## config.mk

```make
export PLATFORM = sky130hd
export DESIGN_NAME = universal_counter_reg
export DESIGN_NICKNAME = d
export VERILOG_FILES = /design/src/rtl/universal_counter_reg.sv
export SDC_FILE = /design/constraint.sdc
export NUM_CORES = 1
export LEC_CHECK = 0
export ABC_AREA = 1
export BUFFER_PORTS_ARGS = -buffer_cell sky130_fd_sc_hd__buf_4
export CAP_MARGIN = 20
export CORE_AREA = 5 5 42 44
export CTS_CLUSTER_SIZE = 28
export DETAILED_ROUTE_END_ITERATION = 8
export DIE_AREA = 0 0 47 49
export GPL_ROUTABILITY_DRIVEN = 0
export HOLD_SLACK_MARGIN = 0.03
export SYNTH_ARGS = -nofsm -noshare
export SYNTH_HDL_FRONTEND = slang
export SYNTH_SLANG_ARGS = --single-unit
```

## constraint.sdc

```tcl
create_clock -name clk -period 4 [get_ports clk]
set_input_delay 0.4 -clock clk [delete_from_list [all_inputs] [get_ports clk]]
set_output_delay 0.4 -clock clk [all_outputs]
set_load 0.01 [all_outputs]
```

## src/rtl/universal_counter_reg.sv

```systemverilog
// ---------------------------------------------------------------------------
// universal_counter_reg
//   State-holding stage of a universal counter slice. Four modes: hold,
//   count up (gated by cin), count down (every edge) and parallel load.
//   The combinational cout lets slices be chained into wider counters.
//
// Ports
//   clk       in   rising-edge clock
//   rst       in   synchronous active-high reset (clears q, wrap, ld_ack)
//   mode      in   2'b00 hold, 2'b01 up, 2'b10 down, 2'b11 load
//   cin       in   count enable / carry into bit 0, used in up mode only
//   pin       in   parallel load data
//   clr_wrap  in   clears the sticky wrap flag (a same-cycle wrap wins)
//   q         out  registered count
//   cout      out  combinational carry (up) or borrow (down) for cascading
//   wrap      out  sticky flag: counter wrapped since the last clear
//   ld_ack    out  one-cycle pulse following each load edge
// ---------------------------------------------------------------------------
module universal_counter_reg #(
  parameter int WIDTH = 4
) (
  input  logic             clk,
  input  logic             rst,
  input  logic [1:0]       mode,
  input  logic             cin,
  input  logic [WIDTH-1:0] pin,
  input  logic             clr_wrap,
  output logic [WIDTH-1:0] q,
  output logic             cout,
  output logic             wrap,
  output logic             ld_ack
);

  localparam logic [1:0] MODE_HOLD = 2'b00;
  localparam logic [1:0] MODE_UP   = 2'b01;
  localparam logic [1:0] MODE_DOWN = 2'b10;
  localparam logic [1:0] MODE_LOAD = 2'b11;

  localparam logic [WIDTH-1:0] ONE = WIDTH'(1);

  logic [WIDTH-1:0] r_q;
  logic             r_wrap;
  logic             r_ld_ack;

  logic [WIDTH-1:0] w_next_q;
  logic             w_wrap_evt;
  logic             w_cout;
  logic             w_all_ones;
  logic             w_zero;

  assign w_all_ones = &r_q;
  assign w_zero     = ~|r_q;

  // Next-state and cascade output. The carry out of up mode is the AND-chain
  // carry, so a chained upper slice advances exactly when this slice rolls
  // over; the borrow in down mode is only a flag for the upstream sequencer.
  always_comb begin
    w_next_q   = r_q;
    w_wrap_evt = 1'b0;
    w_cout     = 1'b0;
    unique case (mode)
      MODE_HOLD: begin
        w_next_q = r_q;
      end
      MODE_UP: begin
        w_cout = cin & w_all_ones;
        if (cin) begin
          w_next_q   = r_q + ONE;
          w_wrap_evt = w_all_ones;
        end
      end
      MODE_DOWN: begin
        w_cout     = w_zero;
        w_next_q   = r_q - ONE;
        w_wrap_evt = w_zero;
      end
      MODE_LOAD: begin
        w_next_q = pin;
      end
      default: begin
        w_next_q = r_q;
      end
    endcase
  end

  always_ff @(posedge clk) begin
    if (rst) begin
      r_q      <= '0;
      r_wrap   <= 1'b0;
      r_ld_ack <= 1'b0;
    end else begin
      r_q      <= w_next_q;
      r_ld_ack <= (mode == MODE_LOAD);
      // A wrap event in the same cycle as a clear request keeps the flag set,
      // so no wrap can ever be lost to a late clear.
      if (w_wrap_evt) begin
        r_wrap <= 1'b1;
      end else if (clr_wrap) begin
        r_wrap <= 1'b0;
      end
    end
  end

  assign q      = r_q;
  assign cout   = w_cout;
  assign wrap   = r_wrap;
  assign ld_ack = r_ld_ack;

endmodule

```

==> impl_metrics.toml, run 1 <==
[cts]
clock_latency_ns = 0.24
cts_buffers = 3
cts_root_buffer = "clkbuf_4"
cts_tree = "yes"
clock-sinks = 6
h-tree-depth = 1
ctsHoldBuffers = 0
cts.repair.resized = 0
clockBufferDepth = 2
path_clk_slew_ns = 0.05
postCtsSetupBuffers = 0

[detailed_routing]
firstDrtPassIters = 4
viasPerCell = 4.62
first_iter_violations = 11
drt_wl_total_um = 1050
post-route-drc-count = 0
routedWlPerCell_um = 10.1
via_count = 480
antenna_left = 0

[job]
cap_violations = 0

[worst_setup_path]
slowest_delay_ns = 0.22
r2r_start = "q[1]"
reg2reg_slack_ns = 2.58
crit_top_cell = "inv_1"
cp-end-kind = "primary output"
slowest_stage = "or2_1"
path_cells = "buf_4 -> inv_1 -> ha_1 -> inv_1 -> or2_1 -> nor3_1 -> nand2_1 -> o21ai_1 -> nand2_1 -> inv_1 -> buf_4"
rr_endpoint = "q[2]"
cp_max_fo = 3
crit_start = "mode[0]"
arrival_ns = 1.62
crit_required_ns = 3.60
endpoint = "cout"
reg2regPathDepth = 8
worstSetupPathType = "input pin to primary output"
startpoint_type = "input pin"

[place]
detailedPlace.worstSlack_ns = 1.98
dp_hpwl_um = 860
io_buffers = 16

[synthesis]
syn_inst = 69
synth_edf_count = 0
netlist_top_cells_area = "dfxtp_1 27%, ha_1 17%, nand2_1 14%, inv_1 10%, nor2_1 7.6%"
synthDominantCellAreaShare_pct = 26.9
synth.most_common_cell = "nand2_1"
yosys_warnings = 0
ys_dominant_reg_cell = "dfxtp_1"
synth_top_area_cell = "dfxtp_1"
ys_seq_area_share_pct = 26.9
synth.cell_area_um2 = 447
syn_nets = 85
synth_seq_cells = 6
synth.distinct_cells = 16
synth_common_cells = "17 x nand2_1, 12 x inv_1, 9 x nor2_1"
synth_async_sr_flop_share_pct = 0
avgSynthCellArea_um2 = 6.47

[sta]
final_hold_viol_count = 0
final.min_clock_period_ns = 2.02
finalWorstSetupSlack_ns = 1.98
setup_viol_count_final = 0
tns_ns = 0
rsz0062_at_grt = "no"
fin_crit_sh_pct = 50.4
fmax_mhz = 496
finClkSkew_ns = 0.00258
tightest_slew_ns = 0.364
slew_viol_final = 0
slew_headroom_pct = 75.7

[power]
p_leak_nw = 0.331
peakVddDrop_mv = 0.155
p_per_area_mw_per_mm2 = 301

[cells_and_area]
drive_above_1_share_pct = 22.7
nNetsFinal = 106
syn_to_final_growth_pct = 36.4
diodes = 0

[floorplanning]
io_pins = 17
die_x_um = 47
rows = 14
dieArea_mm2 = 0.00230
fp.dieH_um = 49
core-area_mm2 = 0.00140
initial_core_util_pct = 31.9

[global_routing]
grt_max_degree = 8
antenna_found_initial = 0
grt_pass1_vias = 438
grt_overflow = 0
grt_first_pass_wirelength_um = 1690
grt_use_total_pct = 9.94

[min_path]
hold_path_class = "input pin to register"

[outcome]
status = "complete, no violations"
layer usage:
metal / GRT usage, % / part of all wire, %
met1: 12.3 / 45
met2: 15.2 / 51
met3: 3.32 / 4.6
met4: 4.15 / 0
met5: 0 / 0
final cells by class:
cell class / instances / area, µm²
Multi-Input combinational cell: 51 / 282
Tap cell: 16 / 20.0
Fill cell: 155 / 792
Sequential cell: 6 / 120
Clock buffer: 3 / 22.5
Timing Repair Buffer: 16 / 120
Inverter: 12 / 45.0
how the worst min path moves through the flow:
| stage | start | endpoint | cells past startpoint |
|---|---|---|---|
| after floorplan | rst | q[2] | 1 |
| after CTS | rst | wrap | 2 |
| after detailed placement | wrap | wrap | 2 |
| final | rst | wrap | 2 |
| after global routing | rst | q[2] | 2 |
| after global placement | wrap | wrap | 2 |
per-stage QoR:
step	power, mW	instance area, µm²	hold WS, ns	cells	utilization, %
2_1_floorplan	0.105	447	0.469	69	-
3_3_place_gp	0.128	587	0.451	101	41.9
3_5_place_dp	0.129	587	0.460	101	41.9
6_report	0.183	609	0.367	104	43.5
4_1_cts	0.188	609	0.357	104	43.5
5_1_grt	0.198	609	0.366	104	43.5
report_power, final:
group	total [mW]	internal, mW	switching [mW]
logic	0.0540	0.0268	0.0271
registers	0.0733	0.0654	0.00786
clock network	0.0561	0.0340	0.0221
total	0.183	0.126	0.0571
placed cells by master (no fill, tap or decap):
cell type	Yosys	routed
buf_4	0	16
clkbuf_4	0	3
nor3_1	1	1
xnor2_1	1	1
a21oi_1	6	6
ha_1	6	6
nand2_1	17	17
a211oi_1	1	1
o21ai_1	1	1
nand4_1	1	1
or2_1	1	1
a311oi_1	1	1
nand3_1	3	3
inv_1	12	12
nor2_2	1	1
o21ai_0	2	2
nor2_1	9	9
dfxtp_1	6	6
sequential cells by signal, summed over array words and instances, names as in the netlist:
signal,flops
q,4
ld_ack,1
wrap,1
kinds of logic (layout without fill, tap and decap cells):
| family | count (synthesis) | count (layout) | share of synthesized area, % |
|---|---|---|---|
| simple gates | 33 | 33 | 30.5 |
| buf+inv | 12 | 31 | 10.1 |
| compound gates | 11 | 11 | 13.7 |
| fa+ha+maj | 6 | 6 | 16.8 |
| flops | 6 | 6 | 26.9 |
| xor+xnor | 1 | 1 | 1.96 |
worst max-delay path: cells and delay by family:
family | cells | cell delay [ns]
AOI/OAI and AO/OA | 1 | 0.08
adders and majority gates | 1 | 0.20
and+or+nand+nor | 4 | 0.50
buffers and inverters | 5 | 0.44
(Power assumes the default switching activity.)
==> run 2, diff against run 1 <==
Clock period 4 ns to 1.9 ns, I/O delays scaled along.
==> run 2 against run 1 <==
Largest cell class unchanged. Global-route usage is 0.16 points lower. Critical path type unchanged. Non-clock buffer count stayed put. Utilization stayed put. Cell area stayed put. Critical endpoint unchanged. Sequential share of layout area stayed put. Setup slack worse by 1.7 ns. Die area stayed put. Flip-flop and latch count stayed put.
==> impl_metrics.toml, run 2 (synthesized netlist as in run 1, its figures left out) <==
[sta]
holdWs_ns = 0.157
slew_headroom_pct = 73.3
finalWorstSetupSlack_ns = 0.286
final_hold_viol_count = 0
setup_viol_count_final = 0
fin_crit_sh_pct = 84.9
slew_viol_final = 0
finClkSkew_ns = 0.00247
fmax_mhz = 620
rsz0062_at_grt = "no"
final.min_clock_period_ns = 1.61
tightest_slew_ns = 0.401
tns_ns = 0

[worst_setup_path]
cp_max_fo = 3
arrival_ns = 1.42
worstSetupPathType = "input pin to primary output"
cp-end-kind = "primary output"
crit_required_ns = 1.71
startpoint_type = "input pin"

[cts]
clockBufferDepth = 2
clock-sinks = 6
cts_root_buffer = "clkbuf_4"
cts.repair.resized = 0
h-tree-depth = 1
cts_buffers = 3
postCtsSetupBuffers = 0
cts_tree = "yes"
clock_latency_ns = 0.24
ctsHoldBuffers = 0
path_clk_slew_ns = 0.05

[place]
postPlaceCellArea_um2 = 587
detailedPlace.worstSlack_ns = 0.295
io_buffers = 16
dp_hpwl_um = 851
dp_cells = 101

[global_routing]
antenna_found_initial = 0
grt_overflow = 0
grt_pass1_vias = 433
grt_max_degree = 8
grt_use_total_pct = 9.77
grt_first_pass_wirelength_um = 1700

[cells_and_area]
drive_above_1_share_pct = 22.7
nNetsFinal = 106
final_area_um2 = 609
regArea_um2 = 120
syn_to_final_growth_pct = 36.4
multi_input_area_um2 = 282
layout_commonest_cell = "nand2_1"
largest_reg_flops = 4
diodes = 0
postLayoutCoreUtil_pct = 43.5
final_cell_mix = "17 x nand2_1, 16 x buf_4, 12 x inv_1"
final_cells = 104
n_fill_cell = 162

[floorplanning]
fp.dieH_um = 49
dieArea_mm2 = 0.00230
die_x_um = 47
initial_core_util_pct = 31.9
core-area_mm2 = 0.00140
io_pins = 17
rows = 14

[min_path]
hold_path_class = "input pin to register"

[power]
comb_power_share_pct = 29.4
p_switching_uw = 121
p_int_uw = 266
seqPwrFrac_pct = 40.0
swShare_pct = 31.2
peakVddDrop_mv = 0.352
p_per_area_mw_per_mm2 = 635
total_power_uw = 387
pwr-share-clk_pct = 30.6
p_leak_nw = 0.331

[detailed_routing]
drt_wl_total_um = 1040
viasPerCell = 4.62
routedWlPerCell_um = 9.95
antenna_left = 0
via_count = 480
post-route-drc-count = 0
firstDrtPassIters = 4
first_iter_violations = 6

[job]
cap_violations = 0

[outcome]
status = "complete, no violations"
run 2: cell type report:
cell class                 count  share of cell area [%]
multi-input combinational     51                    46.2
sequential                     6                    19.7
timing repair buffer          16                    19.7
inverter                      12                    7.39
clock buffer                   3                    3.70
tap                           16                    3.29
run 2: worst max-delay path: stages:
cell	delay, ns
buf_4	0.12
inv_1	0.09
ha_1	0.20
inv_1	0.06
or2_1	0.22
nor3_1	0.14
nand2_1	0.07
o21ai_1	0.09
nand2_1	0.08
inv_1	0.05
buf_4	0.11
run 2: routing by layer:
metal / vias up / global-route usage [%] / routed length [µm]
met5: - / 0 / 0
met4: 0 / 4.61 / 0
met3: 0 / 2.21 / 46
met2: 10 / 14.9 / 504
met1: 213 / 12.5 / 484
li1: 257 / - / -
run 2: worst paths after layout:
path / slack (ns) / to / depth (start not counted) / start
max: 0.29 / cout / 11 / mode[0]
min: 0.16 / wrap / 2 / rst
max reg2reg: 0.51 / q[2] / 8 / q[1]
min reg2reg: 0.46 / wrap / 2 / wrap
run 2: power by group through the flow:
stage          sequential [mW]  clock (mW)  combinational (mW)
6_report                 0.155       0.118               0.114
5_1_grt                  0.156       0.134               0.129
4_1_cts                  0.155       0.126               0.116
3_5_place_dp             0.157           0               0.116
3_3_place_gp             0.157           0               0.115
2_1_floorplan            0.158           0              0.0626
==> run 3, diff against run 2 <==
Settings changed: ABC_AREA 1 to 0.
Clock period 1.9 ns to 1.5 ns, I/O delays scaled along.
==> run 3 against run 2 <==
The run now ends with negative setup slack left. Flip-flop and latch count is the same. Clock-buffer cell count unchanged. Clock power increased by 25%. Die area is the same. Register-to-register slack got worse by 0.55 ns. Non-clock buffer count is 12 higher.
==> impl_metrics.toml, run 3 <==
[cts]
cts_tree = "yes"
clockBufferDepth = 2
clock_latency_ns = 0.24
cts_root_buffer = "clkbuf_4"
h-tree-depth = 1
path_clk_slew_ns = 0.05
cts_buffers = 3
clock-sinks = 6

[cells_and_area]
syn_to_final_growth_pct = 59.4
regArea_um2 = 125
diodes = 0
multi_input_area_um2 = 395
drive_above_1_share_pct = 49.4
largest_reg_flops = 4
n_fill_cell = 143
layout_commonest_cell = "buf_4"
final_cell_mix = "25 x buf_4, 5 x ha_1, 4 x nor2b_1, 4 x nor2_1, 4 x dfxtp_1"
nNetsFinal = 105

[synthesis]
synth_top_area_cell = "dfxtp_1"
netlist_top_cells_area = "dfxtp_1 24%, ha_1 15%, nand2b_1 5.0%, nor2b_1 5.0%, a21oi_1 4.0%"
synth_async_sr_flop_share_pct = 0
synth_seq_cells = 6
synthDominantCellAreaShare_pct = 24.2
synth_common_cells = "6 x dfxtp_1, 6 x ha_1"
ys_seq_area_share_pct = 24.2
ys_dominant_reg_cell = "dfxtp_1"
syn_nets = 75
synth.cell_area_um2 = 497
avgSynthCellArea_um2 = 8.42
yosys_warnings = 0
synth.distinct_cells = 31
syn_inst = 59
synth_edf_count = 0

[sta]
finClkSkew_ns = 0.00290
slew_viol_final = 0
rsz0062_at_grt = "yes"
fmax_mhz = 646
final.min_clock_period_ns = 1.55
tns_ns = -0.0912
finalWorstSetupSlack_ns = -0.0472
fin_crit_sh_pct = 103
final_hold_viol_count = 0
setup_viol_count_final = 2
tightest_slew_ns = 0.421
slew_headroom_pct = 71.8

[global_routing]
grt_overflow = 0
gr-usage-met2_pct = 20.8
grt_pass1_vias = 535
grt_first_pass_wirelength_um = 2160
top_usage_layer = "met2"
grt_use_met1_pct = 13.8
grt_use_total_pct = 12.5
grt_max_degree = 10
met3_usage_pct = 6.27
antenna_found_initial = 0

[min_path]
hp-start = "rst"
min_path_cells = 2
min_to = "q[0]"
hold_path_class = "input pin to register"

[worst_setup_path]
r2r_start = "q[1]"
crit_start = "q[1]"
reg2reg_slack_ns = -0.04
cp-end-kind = "primary output"
rr_endpoint = "q[3]"
crit_required_ns = 1.35
cp_max_fo = 2
startpoint_type = "register"
arrival_ns = 1.40
worstSetupPathType = "register to primary output"
reg2regPathDepth = 5

[floorplanning]
io_pins = 17
die_x_um = 47
fp.dieH_um = 49
rows = 14
dieArea_mm2 = 0.00230
core-area_mm2 = 0.00140
initial_core_util_pct = 35.4

[outcome]
status = "complete, but fails checks"
violations = "negative setup slack"

[job]
cap_violations = 0

[detailed_routing]
first_iter_violations = 8
post-route-drc-count = 0
via_count = 525
firstDrtPassIters = 4
antenna_left = 0
viasPerCell = 5.10
routedWlPerCell_um = 12.3
drt_wl_total_um = 1270

[power]
p_per_area_mw_per_mm2 = 747
total_power_uw = 592
p_leak_nw = 0.364
peakVddDrop_mv = 0.401

[place]
dp_hpwl_um = 929
io_buffers = 16
[run 3: cell families (layout without fill, tap and decap cells)]
logic type,count (synthesis),after routing,synth area share (%)
xor gates and xnor gates,3,3,5.29
buffers and inverters,5,33,6.05
muxes,2,2,4.03
adders and majority gates,6,6,15.1
DFF,6,6,24.2
AOI/OAI and AO/OA,13,13,16.9
and+or+nand+nor,24,24,28.5
[run 3: layer usage]
layer | part of all wire, % | vias up
met2 | 51 | 15
met5 | 0 | -
met3 | 8.2 | 2
met4 | 0.47 | 0
li1 | - | 264
met1 | 41 | 244
[run 3: area by class of cell]
type                       count  share of cell area (%)
multi-input combinational     48                    49.9
timing repair buffer          28                    28.0
inverter                       2                   0.948
sequential                     6                    15.8
clock buffer                   3                    2.84
tap                           16                    2.53
[run 3: timing repair]
| item | CTS | global route |
|---|---|---|
| endpoints found under the hold margin | 0 | 0 |
| hold buffers | 0 | 0 |
| buffers inserted | 5 | 1 |
| pin swaps | 4 | 7 |
| gates resized for setup | 7 | 8 |
| setup endpoints to repair | 1 | 4 |
[run 3: where the power goes]
group          internal, mW  switching, mW
clock                0.0904         0.0570
sequential            0.178         0.0191
combinational         0.141          0.106
[run 3: how the worst max path moves through the flow]
stage	endpoint	slack, ns	depth (start not counted)
after global placement	q[3]	-0.09	7
after floorplan	q[3]	0.0006	5
after detailed placement	q[3]	-0.13	7
after global routing	cout	-0.09	5
after CTS	cout	-0.06	5
final	cout	-0.05	5
[run 3: stage by stage]
step / utilization, % / hold WS [ns] / worst slack, ns / cells / area, µm²
6_report: 56.5 / 0.150 / -0.0472 / 103 / 792
5_1_grt: 56.5 / 0.133 / -0.0910 / 103 / 792
4_1_cts: 53.2 / 0.133 / -0.0650 / 102 / 746
3_5_place_dp: 47.1 / 0.396 / -0.131 / 94 / 659
3_3_place_gp: 47.1 / 0.395 / -0.0850 / 94 / 659
2_1_floorplan: - / 0.316 / 0.000642 / 59 / 497
[run 3: critical path, cell delays in order (launching register included)]
cell,delay (ns)
dfxtp_4,0.35
buf_6,0.11
or3_4,0.33
o22ai_4,0.12
and2_4,0.16
buf_6,0.09
